$ cat config.mk
export PLATFORM = sky130hd
export DESIGN_NAME = hf_subcarrier_rx
export DESIGN_NICKNAME = d
export VERILOG_FILES = /design/src/rtl/hf_rx_pkg.sv /design/src/rtl/hf_deriv_filter.sv /design/src/rtl/hf_subcarrier_rx.sv
export SDC_FILE = /design/constraint.sdc
export NUM_CORES = 1
export LEC_CHECK = 0
export ABC_AREA = 1
export CAP_MARGIN = 10
export CORE_MARGIN = 2
export CORE_UTILIZATION = 30
export CTS_BUF_LIST = sky130_fd_sc_hd__clkbuf_8 sky130_fd_sc_hd__clkbuf_16
export CTS_CLUSTER_DIAMETER = 80
export CTS_CLUSTER_SIZE = 8
export DETAILED_ROUTE_END_ITERATION = 10
export GPL_TIMING_DRIVEN = 1
export PLACE_DENSITY = 0.58
export SYNTH_ARGS = -nofsm -noshare
export SYNTH_HDL_FRONTEND = slang
export SYNTH_SLANG_ARGS = --single-unit
$ cat constraint.sdc
create_clock -name ck_1356meg -period 3.8 [get_ports ck_1356meg]
set_input_delay 0.57 -clock ck_1356meg [delete_from_list [all_inputs] [get_ports ck_1356meg]]
set_output_delay 0.57 -clock ck_1356meg [all_outputs]
set_load 0.01 [all_outputs]
$ cat src/rtl/hf_rx_pkg.sv
// hf_rx_pkg: shared state encoding, filter width helper and runtime-input defaults for the HF receiver
package hf_rx_pkg;
    typedef enum logic [1:0] {IDLE, SYNC, RUN, DRAIN} state_t;
    localparam int DEF_THRESHOLD = 40;
    localparam int DEF_DET_PHASE = 3;
    function automatic int filt_w(input int adc_w);
        return adc_w + 3;
    endfunction
endpackage

$ cat src/rtl/hf_deriv_filter.sv
// hf_deriv_filter: 5-sample delay line and gaussian-derivative kernel f = (2*s4 + s3) - (2*s0 + s1)
module hf_deriv_filter
    import hf_rx_pkg::*;
#(
    parameter int ADC_W = 8
) (
    input  logic ck_1356meg,
    input  logic rst,
    input  logic [ADC_W-1:0] adc_d,
    output logic signed [filt_w(ADC_W)-1:0] f
);
    logic [4:0][ADC_W-1:0] s;
    // Sample pipeline, s[0] newest, runs every cycle regardless of receiver state
    always_ff @(posedge ck_1356meg or posedge rst)
        if (rst) s <= '0;
        else s <= {s[3:0], adc_d};
    assign f = $signed(({2'b0, s[4], 1'b0} + {3'b0, s[3]}) - ({2'b0, s[0], 1'b0} + {3'b0, s[1]}));
endmodule

$ cat src/rtl/hf_subcarrier_rx.sv
// hf_subcarrier_rx: subcarrier edge detector, frame collector and SSP serialiser; HF_RX_STATS_EN adds mod_count
module hf_subcarrier_rx
    import hf_rx_pkg::*;
#(
    parameter int ADC_W = 8,
    parameter int SC_LOG2 = 4,
    parameter int FRAME_BITS = 8
) (
    input  logic ck_1356meg,
    input  logic rst,
    input  logic [ADC_W-1:0] adc_d,
    input  logic enable,
    input  logic [ADC_W+1:0] threshold,
    input  logic [SC_LOG2-1:0] det_phase,
    output logic curbit,
    output logic bit_valid,
    output logic busy,
    output logic ssp_clk,
    output logic ssp_frame,
`ifdef HF_RX_STATS_EN
    output logic ssp_din,
    output logic [15:0] mod_count
`else
    output logic ssp_din
`endif
);
    localparam int FW = filt_w(ADC_W);
    localparam int CW = $clog2(FRAME_BITS);
    localparam logic [CW-1:0] LAST = CW'(FRAME_BITS - 1);
    localparam logic signed [FW-1:0] ZERO = '0;
    state_t state, nxt;
    logic [SC_LOG2-1:0] phase;
    logic signed [FW-1:0] f, fall_max, rise_max, th;
    logic [FRAME_BITS-2:0] cbuf;
    logic [FRAME_BITS-1:0] word, tx_buf, tx_sh;
    logic [CW-1:0] ccnt, tx_cnt;
    logic wrap, collect, done, tx_last, tx_full, tx_on;
    hf_deriv_filter #(.ADC_W(ADC_W)) u_filt (
        .ck_1356meg(ck_1356meg),
        .rst(rst),
        .adc_d(adc_d),
        .f(f)
    );
    assign th = $signed({1'b0, threshold});
    assign wrap = &phase;
    assign collect = bit_valid && (state == SYNC || state == RUN);
    assign word = {cbuf, curbit};
    assign done = collect && ccnt == LAST;
    assign tx_last = !tx_on || tx_cnt == LAST;
    assign busy = state != IDLE;
    assign ssp_clk = busy && !phase[SC_LOG2-1];
    assign ssp_din = tx_on && tx_sh[FRAME_BITS-1];
    assign ssp_frame = tx_on && tx_cnt == '0;
    // State register
    always_ff @(posedge ck_1356meg or posedge rst)
        if (rst) state <= IDLE;
        else state <= nxt;
    // Next state: DRAIN leaves only on a period boundary once no frame remains to send
    always_comb begin
        nxt = state;
        case (state)
            IDLE:    nxt = enable ? SYNC : IDLE;
            SYNC:    nxt = !enable ? IDLE : (bit_valid ? RUN : SYNC);
            RUN:     nxt = enable ? RUN : DRAIN;
            DRAIN:   nxt = (wrap && tx_last && !tx_full) ? IDLE : DRAIN;
            default: nxt = IDLE;
        endcase
    end
    // Phase counter, pinned to 0 in IDLE so each run starts at phase 0
    always_ff @(posedge ck_1356meg or posedge rst)
        if (rst) phase <= '0;
        else phase <= (state == IDLE || nxt == IDLE) ? '0 : phase + 1'b1;
    // Edge maxima tracking and per-period bit decision
    always_ff @(posedge ck_1356meg or posedge rst)
        if (rst) begin
            curbit <= 1'b0;
            bit_valid <= 1'b0;
            fall_max <= '0;
            rise_max <= '0;
        end else if (state == IDLE) begin
            bit_valid <= 1'b0;
            fall_max <= '0;
            rise_max <= '0;
        end else if (phase == det_phase) begin
            curbit <= (fall_max > th) && (rise_max < -th);
            bit_valid <= 1'b1;
            fall_max <= '0;
            rise_max <= '0;
        end else begin
            bit_valid <= 1'b0;
            if (f > ZERO && f > fall_max) fall_max <= f;
            if (f <= ZERO && f < rise_max) rise_max <= f;
        end
    // Collect buffer, MSB first; a full word moves to the tx buffer in the same cycle
    always_ff @(posedge ck_1356meg or posedge rst)
        if (rst) begin
            cbuf <= '0;
            ccnt <= '0;
            tx_buf <= '0;
            tx_full <= 1'b0;
        end else begin
            if (collect) begin
                cbuf <= word[FRAME_BITS-2:0];
                ccnt <= done ? '0 : ccnt + 1'b1;
            end else if (state == IDLE || state == DRAIN) ccnt <= '0;
            if (done) tx_buf <= word;
            tx_full <= done || (tx_full && !(wrap && tx_last));
        end
    // Serialiser: advances at each period boundary so ssp_din changes with the ssp_clk rising edge
    always_ff @(posedge ck_1356meg or posedge rst)
        if (rst) begin
            tx_sh <= '0;
            tx_cnt <= '0;
            tx_on <= 1'b0;
        end else if (wrap) begin
            if (tx_last) begin
                tx_on <= tx_full;
                tx_sh <= tx_buf;
                tx_cnt <= '0;
            end else begin
                tx_sh <= tx_sh << 1;
                tx_cnt <= tx_cnt + 1'b1;
            end
        end
`ifdef HF_RX_STATS_EN
    // Saturating count of modulated decisions, restarted at the start of each run
    always_ff @(posedge ck_1356meg or posedge rst)
        if (rst) mod_count <= '0;
        else if (state == IDLE && enable) mod_count <= '0;
        else if (bit_valid && curbit && mod_count != 16'hFFFF) mod_count <= mod_count + 1'b1;
`endif
endmodule

-- Word level (Yosys, flattened, before mapping)
Cells that the tools add are included.
- flip-flop bits (word level): 101
- input port bits: 25
- output and inout bits: 6
- logic and storage cells: 88
- add/sub/neg operators: 7
- $lt $le $gt $ge: 6
- eq/ne operators: 6
- mux-type cells: 20
- bitwise logic cells: 1
- reductions and logical operators: 30
- operator list (cell ; count):
    11-bit two-way mux ; 6
    11-bit > comparator ; 2
    11-bit less-than comparator ; 2
    9-bit by 8-bit adder with 10-bit output ; 2
    3-bit two-way mux ; 4
    11-bit by 1-bit > comparator with 1-bit output (second input constant) ; 1
    11-bit by 1-bit less-or-equal comparator with 1-bit output (second input constant) ; 1
    1-bit logical AND ; 11
    10-bit negator with 11-bit output ; 1
    11-bit subtractor ; 1
    8-bit two-way mux ; 1
    2-bit one-hot mux with 4 select lines ; 1
    3-bit by 1-bit adder with 3-bit output (second input constant) ; 2
    3-bit == test (second input constant) ; 2
    2-bit two-way mux ; 3
    3-bit nonzero test ; 2
    1-bit logical OR ; 5
    5-bit AND reduction ; 1
    4-bit by 1-bit adder with 4-bit output (second input constant) ; 1
    2-bit == test (second input constant) ; 2
    4-bit == test ; 1
    1-bit logical NOT ; 4
    2-bit logical NOT ; 2
    1-bit two-way mux ; 4
    other kinds (7) ; 8

-- Depth between registers and ports, before layout
Gate-level depths: netlist (run 1).
- depth after elaboration: 9
- mapped depth: 27
- gate-level depth less buffers: 26

-- Hierarchy
A second synthesis (run 1) with hierarchy kept.
- cell total of the unflattened synthesis: 693
- area total of the unflattened synthesis: 5984.5 sq um
- modules (own cells, without submodules) (module ; times used ; cells an instance ; area an instance (sq um) ; seq. area each (sq um)):
    hf_subcarrier_rx ; 1 ; 519 ; 4061.4 ; 1526.5
    hf_deriv_filter ; 1 ; 174 ; 1923.1 ; 1001.0

-- Worst setup path before layout (run 1)
No wires, ideal clock.
- path type: reg-to-reg
- from: register u_filt.s[2] (netlist bit)
- to: register rise_max[10]
- library setup time: 0.066 ns
- arrival time: 3.677 ns
- required time: 3.734 ns
- setup slack: 0.057 ns
- stages on the path, launching flop included: 21
- path buffers: 1
- period minus slack after synthesis: 3.743 ns
- cells stage by stage: dfrtp_1 fa_1 fa_1 inv_1 ha_1 a21oi_2 nand2_2 nand3_2 nand2_1 nand2_1 nand2_2 a21oi_4 ha_1 nand4_1 a21oi_1 nor3_1 nand3_1 nand2_1 clkbuf_1 nand4_1 nand2_1
- cells in the longest elaborated chain, start to end: 5
- elaborated cells between the ends (all ways): 9
- those cells by class: add/sub: 2; order compare: 2; mux: 3; reduce/logical: 2
- RTL lines (element ; line ; text):
    from (decl) ; hf_deriv_filter.sv:12 ; logic [4:0][ADC_W-1:0] s;
    from (signal assigned) ; hf_deriv_filter.sv:16 ; else s <= {s[3:0], adc_d};
    9-bit by 8-bit adder with 10-bit output * ; hf_deriv_filter.sv:17 ; assign f = $signed(({2'b0, s[4], 1'b0} + {3'b0, s[3]}) - ({2'b0, s[0], 1'b0} + {3'b0, s[1]}));
    11-bit subtractor * ; hf_deriv_filter.sv:17 ;
    11-bit by 1-bit less-or-equal comparator with 1-bit output (tied with other cells) ; hf_subcarrier_rx.sv:92 ; if (f <= ZERO && f < rise_max) rise_max <= f;
    1-bit logical AND / 11-bit two-way mux (equally long branches) ; hf_subcarrier_rx.sv:92, hf_subcarrier_rx.sv:84 ;
    3-bit nonzero test (no line) / 11-bit two-way mux (equally long branches) ; -- ;
    to (signal assigned) ; hf_subcarrier_rx.sv:83 ; rise_max <= '0;
    to (signal assigned) ; hf_subcarrier_rx.sv:88 ; rise_max <= '0;
    to (signal assigned) ; hf_subcarrier_rx.sv:92 ;
    to (decl) ; hf_subcarrier_rx.sv:33 ; logic signed [FW-1:0] f, fall_max, rise_max, th;
Mark *: on every way between the ends. The rest lies on a longest branch, timed or not. The select of a mux whose other input is x is not followed.
A chain may end at the register's enable or synchronous reset.

-- Worst setup path in the final report (run 1)
- from: register u_filt.s[26] (netlist bit)
- to: register fall_max[6]
- cells in the longest elaborated chain, start to end: 5
- elaborated cells between the ends (all ways): 9
- those cells by class: add/sub: 2; order compare: 2; mux: 3; reduce/logical: 2
- RTL lines (element ; line ; text):
    9-bit by 8-bit adder with 10-bit output * ; hf_deriv_filter.sv:17 ;
    11-bit subtractor * ; hf_deriv_filter.sv:17 ;
    11-bit by 1-bit > comparator with 1-bit output (tied with other cells) ; hf_subcarrier_rx.sv:91 ; if (f > ZERO && f > fall_max) fall_max <= f;
    1-bit logical AND / 11-bit two-way mux (equally long branches) ; hf_subcarrier_rx.sv:91, hf_subcarrier_rx.sv:84 ;
    3-bit nonzero test (no line) / 11-bit two-way mux (equally long branches) ; -- ;
    to (signal assigned) ; hf_subcarrier_rx.sv:82 ; fall_max <= '0;
    to (signal assigned) ; hf_subcarrier_rx.sv:87 ; fall_max <= '0;
    to (signal assigned) ; hf_subcarrier_rx.sv:91 ;
    to (decl) ; hf_subcarrier_rx.sv:33 ;
Marked as above.

==> key figures, run 1 <==
Status
  • Status: finished with violations
  • Failing checks: setup timing

Drt
  • Avg Vias per Cell: 4.36
  • Via count: 4,486
  • Post-route ant nets: 0
  • DR DRC count: 0
  • Drt pass-1 iters: 5
  • Final Routed Wirelength: around 12,000 um
  • DR WL/cell: 11.9 um
  • First DRT Iteration DRCs: 249

Power and ir drop
  • Power Total: 4.17 mW
  • Internal: 2.52 mW
  • Switch share: 0.395
  • Power share of the sequential group: 0.310
  • Leak pwr: 3.73 nW
  • Pwr/cell area: 556 nW/um2
  • Share of total power in combinational logic: 0.480
  • Peak supply drop: between 200 and 300 uV
  • Clock share of power: 0.210
  • Net Sw Power: 1.65 mW

Job
  • Max-Cap Viols: 0

Logic synthesis
  • Area leader, netlist: dfrtp_1
  • Syn Area/Cell: between 8 and 9 um2
  • Compound-cell area share of the yosys netlist: 0.0693
  • Mux contribution to synthesized area: 0.00186
  • Synth top cells by count: nand2_1 (131), inv_1 (118), dfrtp_1 (101)
  • Largest family of logic cells by synthesized area: simple AND/OR/NAND/NOR gates
  • YS warnings: 0
  • #FFs+latches synth: 101
  • Synth Area in Adders: 0.179
  • Unique masters post-synth: 38
  • Syn nets: slightly below 800
  • Area contributors post-synth: dfrtp_1 (42%), ha_1 (14%), nand2_1 (8.1%)
  • Sequential share of the synthesized area: 0.417
  • Synth Area in XOR/XNOR: 0.0217
  • Yosys top cell area share: 0.417
  • Synth Area in Simple Gates: 0.221
  • Count leader, synth: nand2_1
  • Post-synth ARST share: 1.00
  • EDFF count, synth: 0
  • Cells after Synth: 689
  • Primary FF master, synth: dfrtp_1
  • Post-Syn Area: 6070 um2

Worst setup path
  • CP Max Fanout: 6
  • Worst setup path start: u_filt.s[26]
  • CP Capture Type: register
  • Critical setup path kind: reg2reg
  • Worst path required time: between 4 and 5 ns
  • Critical Path Source Type: register
  • Reg-to-reg startpoint: u_filt.s[26]
  • Arrival time at the worst endpoint: roughly 4.1 ns

Clock network
  • Clock buffer count from CTS: 9
  • Hold_buf cts: 0
  • Clk root buf: clkbuf_16
  • CTS tree: yes
  • H-tree Lvls: 3
  • Clock buffer depth: 2
  • Clock latency on the worst-skew pair: 0.35 ns
  • Clock sink total: roughly 100
  • Clock transition at path regs: ~0.07 ns

Place
  • Dpl cell area: 6820 um2
  • Place WS: -0.217 ns
  • Final Wtd Congestion: ~0.8
  • Port Buffer Count: 30
  • DPL Wire Length: ~9000 um
  • Placed Cells: 1,001

GRT
  • Total grt overflow: 0
  • Vias in the first global route: approximately 4,400
  • Global-route wire length before repair: 21,000 um
  • Largest net degree at the start of global routing: 59
  • Total GRT Usage: 0.120
  • Initial antenna violation count: 0

STA
  • Worst Tran Pin Value: 0.551 ns
  • Fin Clk Skew: 0.00588 ns
  • Tcrit/Tclk final: 1.00
  • Final Hold Fails: 0
  • Final hold slack: 0.350 ns
  • Final setup vio count: 1
  • Fmax: 262 MHz
  • PnR worst setup slack: -0.00954 ns
  • Setup TNS: -0.00954 ns
  • Rel. slew slack: 0.633
  • Final worst path period need: 3.81 ns
  • Slew Limit Fails: 0
  • RSZ-0062 raised after global routing: yes

Cells and area
  • Post-layout util: 0.375
  • Post-route cell area: 7510 um2
  • Final non-filler cell total: 1,030
  • Number of diodes: 0
  • Area grow syn2layout: 23.8%
  • Final net count: about 860
  • Layout cells sized above 1: 0.195

Die
  • Die width: 146 um
  • Die footprint: 21,400 um2
  • I/O pins: 31
  • Row cnt: 52
  • Core area: 20,000 um2
  • Die Y: 146 um
  • Initial core utilization: 0.303

Worst hold path
  • Min-delay worst type: reg2reg
  • Hold wc startpoint: u_filt.s[17]
## kinds of logic after synthesis
kind of cell               count (synthesis)
and+or+nand+nor                          281
buffers and inverters                    137
AOI/OAI and AO/OA                         75
xor gates and xnor gates                  15
muxes                                      1
DFF                                      101
adders and majority gates                 79
## sequential cells by signal, indices dropped and copies added (netlist names)
signal     cells
tx_sh          8
cbuf           7
bit_valid      1
rise_max      11
state          2
u_filt.s      40
tx_on          1
curbit         1
tx_buf         8
fall_max      11
ccnt           3
phase          4
tx_full        1
tx_cnt         3
## final timing paths
check	slack, ns	endpoint	cells after the start
min reg2reg	0.35	u_filt.s[25]	0
max	-0.01	fall_max[6]	23
max in group asynchronous	2.49	fall_max[4]	3
min	0.35	u_filt.s[25]	0
min in group asynchronous	0.62	u_filt.s[6]	2
max reg2reg	-0.01	fall_max[6]	23
## worst max-delay path: stages (launching register included)
cell and delay (ns):
dfrtp_1 0.34, inv_1 0.06, fa_1 0.49, fa_1 0.51
inv_1 0.06, ha_4 0.29, nand2_1 0.08, nor2_2 0.13
nand2_1 0.08, nand4_1 0.12, nand2_2 0.12, ha_1 0.31
nand4_1 0.16, nor3_4 0.17, nand2_1 0.08, nand3_2 0.08
nand2_1 0.05, nand2_1 0.06, nor2_2 0.04, nand3_2 0.11
nand2_2 0.08, buf_6 0.15, nand2_1 0.06, nand2_1 0.05
## per-layer routing
layer	wire length (um)	share of wire	GRT usage	vias to the layer above
li1	-	-	-	2337
met1	6330	0.52	0.172	2061
met2	5370	0.44	0.179	82
met3	412	0.034	0.0231	6
met4	104	0.0085	0.0471	0
met5	0	0	0	-
## repair_timing
item,4_1_cts,5_1_grt
setup buffers,7,2
gates resized for setup,28,34
gates cloned,2,2
endpoints found under the setup margin,22,22
pin swaps,23,27
## area by class of cell
type	instances	area (um2)
fillers	2072	12500
multi-input cells	452	3270
flip-flops and latches	101	2530
repair buffers	66	618
inverters	125	474
well taps	270	338
clock buffers	9	225
clock inverters	7	58.8
## cell usage in the layout (no fill, tap or decap), drive strengths merged, types with 8 or more instances in the layout
cell type,count
buf,36
nand3,47
clkbuf,9
fa,13
ha,66
nand2,149
a21oi,28
nor3,8
xor2,14
nand4,21
clkdlybuf4s50,30
dfrtp,101
inv,126
nor2,53
o21ai,41
## power groups by stage
stage	Sequential, mW	Combinational, mW	Clock [mW]
2_1_floorplan	1.27	1.15	0
3_3_place_gp	1.31	1.57	0
5_1_grt	1.30	2.26	0.950
6_report	1.29	2.00	0.877
4_1_cts	1.29	1.76	0.913
3_5_place_dp	1.31	1.58	0
(Power assumes the default switching activity.)
==> run 2: changes to the inputs <==
--- a/config.mk
+++ b/config.mk
@@ -15,6 +15,8 @@
 export DETAILED_ROUTE_END_ITERATION = 10
 export GPL_TIMING_DRIVEN = 1
 export PLACE_DENSITY = 0.58
+export SLEW_MARGIN = 20
 export SYNTH_ARGS = -nofsm -noshare
 export SYNTH_HDL_FRONTEND = slang
 export SYNTH_SLANG_ARGS = --single-unit
+export TNS_END_PERCENT = 10
==> run 2 against run 1 <==
Compared with the run above:
- the run still ends with setup timing left
- maximum frequency shrank 0.12%
- cell area shrank 1.0%
- non-clock buffer count shrank 2
==> key figures, run 2 (synthesized netlist as in run 1, its figures left out) <==
Worst hold path
  • Min-delay worst type: reg2reg

Cells and area
  • Final net count: 857 (-0.23%)
  • Max reg flops: 40 (unchanged)
  • Most common cell after layout, fill and taps aside: nand2_1
  • Biggest register: u_filt.s
  • Number of diodes: 0 (unchanged)
  • Commonest cells after routing, fill and taps aside: nand2_1 (122), inv_1 (112), dfrtp_1 (101)
  • Area grow syn2layout: 22.5%
  • Final non-filler cell total: 1,028 (-0.19%)
  • Biggest registers after layout: u_filt.s: 40 flops, fall_max: 11 flops, rise_max: 11 flops
  • Post-layout util: 0.371 (-0.00387)
  • Layout cells sized above 1: 0.181 (-0.0140)
  • Post-route cell area: 7430 um2 (-1.0%)

Die
  • Core area: 20,000 um2 (unchanged)
  • Die Y: 146 um (unchanged)
  • Die width: 146 um (unchanged)
  • Die footprint: 21,400 um2 (unchanged)
  • I/O pins: 31 (unchanged)
  • Row cnt: 52 (unchanged)
  • Initial core utilization: 0.303 (unchanged)

Drt
  • DR DRC count: 0 (unchanged)
  • Via count: 4,451 (-0.78%)
  • First DRT Iteration DRCs: 254 (+2.0%)
  • Drt pass-1 iters: 5 (unchanged)
  • Post-route ant nets: 0 (unchanged)
  • Avg Vias per Cell: 4.33 (-0.59%)
  • DR WL/cell: 11.8 um (-0.88%)
  • Final Routed Wirelength: 12,100 um (-1.1%)

Worst setup path
  • Setup slack, reg-to-reg: -0.01 ns (about the same)
  • CP Max Fanout: 6 (unchanged)
  • Arrival time at the worst endpoint: 4.06 ns (about the same)
  • Worst path required time: 4.04 ns (about the same)
  • Critical Path Source Type: register
  • Critical setup path kind: reg2reg
  • Cell Chain, Critical Path: inv_1 > fa_1 > fa_1 > inv_1 > ha_4 > nand2_1 > nor2_2 > nand2_1 > nand4_1 > nand2_2 > ha_1 > nand4_1 > nor3_4 > nand2_1 > nand3_2 > nand2_1 > nand2_1 > nor2_2 > nand3_2 > nand2_2 > buf_6 > nand2_1 > nand2_1
  • CP Capture Type: register
  • Most frequent CP cell: nand2_1
  • CP peak stage delay: 0.51 ns (about the same)
  • Critical path's slowest cell: fa_1

Place
  • Port Buffer Count: 30 (unchanged)
  • Final Wtd Congestion: 0.800 (unchanged)
  • Dpl cell area: 6820 um2 (unchanged)
  • DPL Wire Length: 8970 um (unchanged)
  • Place WS: -0.217 ns (unchanged)
  • Placed Cells: 1,001 (unchanged)

STA
  • Slew Limit Fails: 0 (unchanged)
  • Fin Clk Skew: 0.00525 ns (-0.000622 ns)
  • Final Hold Fails: 0 (unchanged)
  • Final setup vio count: 3 (+2)
  • PnR worst setup slack: -0.0143 ns (-0.00475 ns)
  • Tcrit/Tclk final: 1.00 (+0.00125)
  • Final worst path period need: 3.81 ns (+0.00475 ns)
  • Fmax: 262 MHz (-0.12%)
  • Worst Tran Pin Value: 0.555 ns (+0.00402 ns)
  • RSZ-0062 raised after global routing: yes
  • Rel. slew slack: 0.630 (-0.00268)

Status
  • Failing checks: setup timing
  • Status: finished with violations

Clock network
  • Clock sink total: 101 (unchanged)
  • Clock latency on the worst-skew pair: 0.35 ns (about the same)
  • H-tree Lvls: 3 (unchanged)
  • Clock buffer count from CTS: 9 (unchanged)
  • Clock transition at path regs: 0.07 ns (about the same)
  • Clock buffer depth: 2 (unchanged)
  • CTS tree: yes
  • Clk root buf: clkbuf_16

GRT
  • Vias in the first global route: 4,378 (unchanged)
  • Largest net degree at the start of global routing: 59 (unchanged)
  • Initial antenna violation count: 0 (unchanged)
  • Total grt overflow: 0 (unchanged)
  • Global-route wire length before repair: 21,000 um (unchanged)
  • Total GRT Usage: 0.120 (unchanged)

Power and ir drop
  • Peak supply drop: 290 uV (-0.41%)
  • Power Total: 4.04 mW (-3.1%)
  • Leak pwr: 3.70 nW (-0.64%)
  • Pwr/cell area: 544 nW/um2 (-2.1%)

Job
  • Max-Cap Viols: 0 (unchanged)
==> run 2: changes by cell type in the layout (fill, tap and decap cells not counted), sizes merged <==
cell / previous run / this run
buf: 36 / 34
==> run 2: worst max-delay path: cells and delay by family, from the launching register on <==
| family | cells | cell delay, ns |
|---|---|---|
| adder cells (fa/ha/maj) | 4 | 1.60 |
| AND/OR/NAND/NOR | 16 | 1.48 |
| flip-flops | 1 | 0.34 |
| buffers and inverters | 3 | 0.27 |
==> run 2: worst paths after layout <==
path | startpoint | to | depth (start not counted)
setup / recovery | u_filt.s[26] | fall_max[6] | 23
hold / removal | u_filt.s[17] | u_filt.s[25] | 0
setup reg to reg | u_filt.s[26] | fall_max[6] | 23
hold reg to reg | u_filt.s[17] | u_filt.s[25] | 0
max in group asynchronous | rst | fall_max[3] | 3
min in group asynchronous | rst | u_filt.s[6] | 2
==> run 2: layout make-up <==
| class | count | area, um2 |
|---|---|---|
| fillers | 2076 | 12600 |
| inverters | 125 | 472 |
| repair buffers | 64 | 587 |
| clock buffers | 9 | 225 |
| flip-flops and latches | 101 | 2530 |
| multi-input cells | 452 | 3220 |
| clock inverters | 7 | 58.8 |
| well taps | 270 | 338 |
==> run 2: layer usage <==
layer | track usage | up-vias | part of all wire
met5 | 0 | - | 0
met1 | 0.172 | 2019 | 0.52
met2 | 0.179 | 82 | 0.43
met3 | 0.0231 | 15 | 0.033
li1 | - | 2335 | -
met4 | 0.0471 | 0 | 0.020
==> run 2: timing repair <==
item	CTS	global route
resized for setup	28	18
gates cloned	2	1
endpoints found under the setup margin	22	22
hold buffers	0	0
setup buffers	7	1
pin swaps	23	16
==> run 2: power breakdown <==
part / switching, mW / leakage [nW] / internal [mW] / total, mW
clock: 0.426 / 0.131 / 0.453 / 0.879
combinational: 1.06 / 2.27 / 0.814 / 1.87
sequential: 0.109 / 1.30 / 1.18 / 1.29
==> run 2: through the flow <==
step / hold WS [ns] / setup TNS, ns
after global placement: 0.333 / -1.71
after detailed placement: 0.335 / -3.95
after floorplan: 0.331 / 0
final: 0.350 / -0.0178
after CTS: 0.351 / -0.0181
after global routing: 0.358 / -4.61
==> run 3: changes to the inputs <==
==> constraint.sdc (replaced) <==
create_clock -name ck_1356meg -period 3.4 [get_ports ck_1356meg]
set_input_delay 0.51 -clock ck_1356meg [delete_from_list [all_inputs] [get_ports ck_1356meg]]
set_output_delay 0.51 -clock ck_1356meg [all_outputs]
set_load 0.01 [all_outputs]
==> run 3 against run 2 <==
Compared with the run above:
- the run still ends with setup timing left
- global-route usage grew 0.60 points
- critical endpoint is now rise_max[6]
- largest cell class unchanged
- register-to-register slack got worse by 0.42 ns
- sequential power grew 12%
- worst setup slack got worse by 0.42 ns
- via count increased by 1.7%
- die area unchanged
- non-clock buffer count grew 4
- critical path depth is the same
- combinational power grew 17%
==> key figures, run 3 (synthesized netlist as in run 1, its figures left out) <==
Die
  • Initial core utilization: 0.303 (unchanged)
  • Row cnt: 52 (unchanged)
  • Die Y: 146 um (unchanged)
  • I/O pins: 31 (unchanged)
  • Die width: 146 um (unchanged)
  • Core area: 20,000 um2 (unchanged)
  • Die footprint: 21,400 um2 (unchanged)

Cells and area
  • Number of diodes: 0 (unchanged)
  • Biggest register: u_filt.s
  • Layout cells sized above 1: 0.183 (+0.00192)
  • Fillers: 2,084 (+0.39%)
  • Final net count: 860 (+0.35%)
  • Biggest registers after layout: u_filt.s: 40 flops, fall_max: 11 flops, rise_max: 11 flops
  • Most common cell after layout, fill and taps aside: nand2_1
  • Post-layout util: 0.373 (+0.00206)
  • Max reg flops: 40 (unchanged)
  • Commonest cells after routing, fill and taps aside: nand2_1 (123), inv_1 (111), dfrtp_1 (101)
  • Area grow syn2layout: 23.2%

Place
  • Final Wtd Congestion: 0.856 (+7.0%)
  • DPL Wire Length: 9580 um (+6.9%)
  • Port Buffer Count: 30 (unchanged)

Clock network
  • CTS tree: yes
  • Clk root buf: clkbuf_16
  • Clock latency on the worst-skew pair: 0.37 ns (+0.02 ns)
  • Clock buffer depth: 2 (unchanged)
  • Clock sink total: 101 (unchanged)
  • Clock buffer count from CTS: 9 (unchanged)
  • H-tree Lvls: 3 (unchanged)
  • Clock transition at path regs: 0.08 ns (about the same)

STA
  • PnR worst setup slack: -0.439 ns (-0.425 ns)
  • Fmax: 260 MHz (-0.65%)
  • Worst Tran Pin Value: 0.504 ns (-0.0514 ns)
  • Tcrit/Tclk final: 1.13 (+0.125)
  • Final worst path period need: 3.84 ns (+0.0250 ns)
  • RSZ-0062 raised after global routing: yes
  • Rel. slew slack: 0.664 (+0.0342)
  • Final hold slack: 0.347 ns (-0.00279 ns)
  • Final setup vio count: 22 (+19)
  • Slew Limit Fails: 0 (unchanged)
  • Final Hold Fails: 0 (unchanged)
  • Fin Clk Skew: 0.0158 ns (+0.0105 ns)

Worst setup path
  • Cell Chain, Critical Path: inv_2 > fa_1 > fa_1 > inv_2 > ha_4 > a21oi_4 > nand2_2 > nand3_2 > nand2_2 > nand2_2 > nand2_2 > a21oi_4 > buf_12 > ha_4 > nand4_1 > a21oi_2 > nor3_2 > nand2_1 > nand2_2 > nand2_4 > buf_6 > nand4_1 > nand2_1
  • CP Capture Type: register
  • Critical Path Source Type: register
  • Critical setup path kind: reg2reg
  • Worst path required time: 3.65 ns (-0.39 ns)
  • CP peak stage delay: 0.51 ns (about the same)
  • Critical path's slowest cell: fa_1
  • CP Max Fanout: 6 (unchanged)
  • Arrival time at the worst endpoint: 4.09 ns (+0.03 ns)
  • Most frequent CP cell: nand2_2

Worst hold path
  • Min-delay worst type: reg2reg

GRT
  • Vias in the first global route: 4,710 (+7.6%)
  • Global-route wire length before repair: 22,100 um (+4.9%)
  • Total grt overflow: 0 (unchanged)
  • Largest net degree at the start of global routing: 62 (+5.1%)
  • Total GRT Usage: 0.126 (+0.00604)
  • Initial antenna violation count: 0 (unchanged)

Job
  • Max-Cap Viols: 0 (unchanged)

Drt
  • Via count: 4,527 (+1.7%)
  • DR DRC count: 0 (unchanged)
  • First DRT Iteration DRCs: 174 (-31%)
  • Final Routed Wirelength: 12,600 um (+4.6%)
  • Drt pass-1 iters: 4 (-1)
  • Post-route ant nets: 0 (unchanged)
  • DR WL/cell: 12.3 um (+4.3%)
  • Avg Vias per Cell: 4.39 (+1.4%)

Status
  • Status: finished with violations
  • Failing checks: setup timing

Power and ir drop
  • Leak pwr: 3.72 nW (+0.47%)
  • Pwr/cell area: 626 nW/um2 (+15%)
  • Peak supply drop: 300 uV (+3.5%)
  • Power Total: 4.68 mW (+16%)
==> run 3: power breakdown <==
group | switching (mW) | internal, mW
clock | 0.523 | 0.530
sequential | 0.121 | 1.32
combinational | 1.22 | 0.963
==> run 3: repair_timing <==
item,in CTS,in global routing
hold endpoints to repair,0,0
buffers inserted,3,0
hold buffers,0,0
setup endpoints to repair,22,22
gates cloned,1,0
resized for setup,19,6
pin swaps,18,6
==> run 3: critical path: cells and delay by family (launching register included) <==
kind | cells | cell delay [ns]
buffers and inverters | 4 | 0.37
adders and majority gates | 4 | 1.41
DFF | 1 | 0.37
AOI/OAI and AO/OA | 3 | 0.44
and+or+nand+nor | 12 | 1.11
==> run 3: worst paths after layout <==
check                        startpoint      endpoint  slack, ns  cells after the start
min                        u_filt.s[23]  u_filt.s[31]       0.35                      0
max reg2reg                u_filt.s[27]   rise_max[6]      -0.44                     23
min in group asynchronous           rst   u_filt.s[7]       0.53                      2
max                        u_filt.s[27]   rise_max[6]      -0.44                     23
max in group asynchronous           rst   rise_max[8]       2.17                      3
min reg2reg                u_filt.s[23]  u_filt.s[31]       0.35                      0
==> run 3: cell type report <==
type | instances | area [um2] | area share
well taps | 270 | 338 | 0.0452
clock inverters | 7 | 91.3 | 0.0122
multi-input cells | 451 | 3200 | 0.428
clock buffers | 9 | 225 | 0.0301
repair buffers | 68 | 618 | 0.0827
inverters | 125 | 472 | 0.0631
flip-flops and latches | 101 | 2530 | 0.338
==> run 3: metrics by stage <==
stage | instance area [um2] | worst slack, ns | cells | setup TNS (ns)
finish | 7470 | -0.439 | 1031 | -8.85
global placement | 7010 | -0.403 | 1011 | -8.02
global route | 7470 | -0.663 | 1031 | -13.89
CTS | 7450 | -0.379 | 1031 | -7.60
detailed placement | 7010 | -0.454 | 1011 | -9.20
floorplan | 6190 | -0.137 | 689 | -2.75
==> run 3: layer usage <==
layer  global-route usage  wire length (um)  vias to the layer above
met5                    0                 0                        -
li1                     -                 -                     2333
met3               0.0244               256                       19
met2                0.209              5930                       43
met1                0.167              6230                     2132
met4               0.0383               226                        0
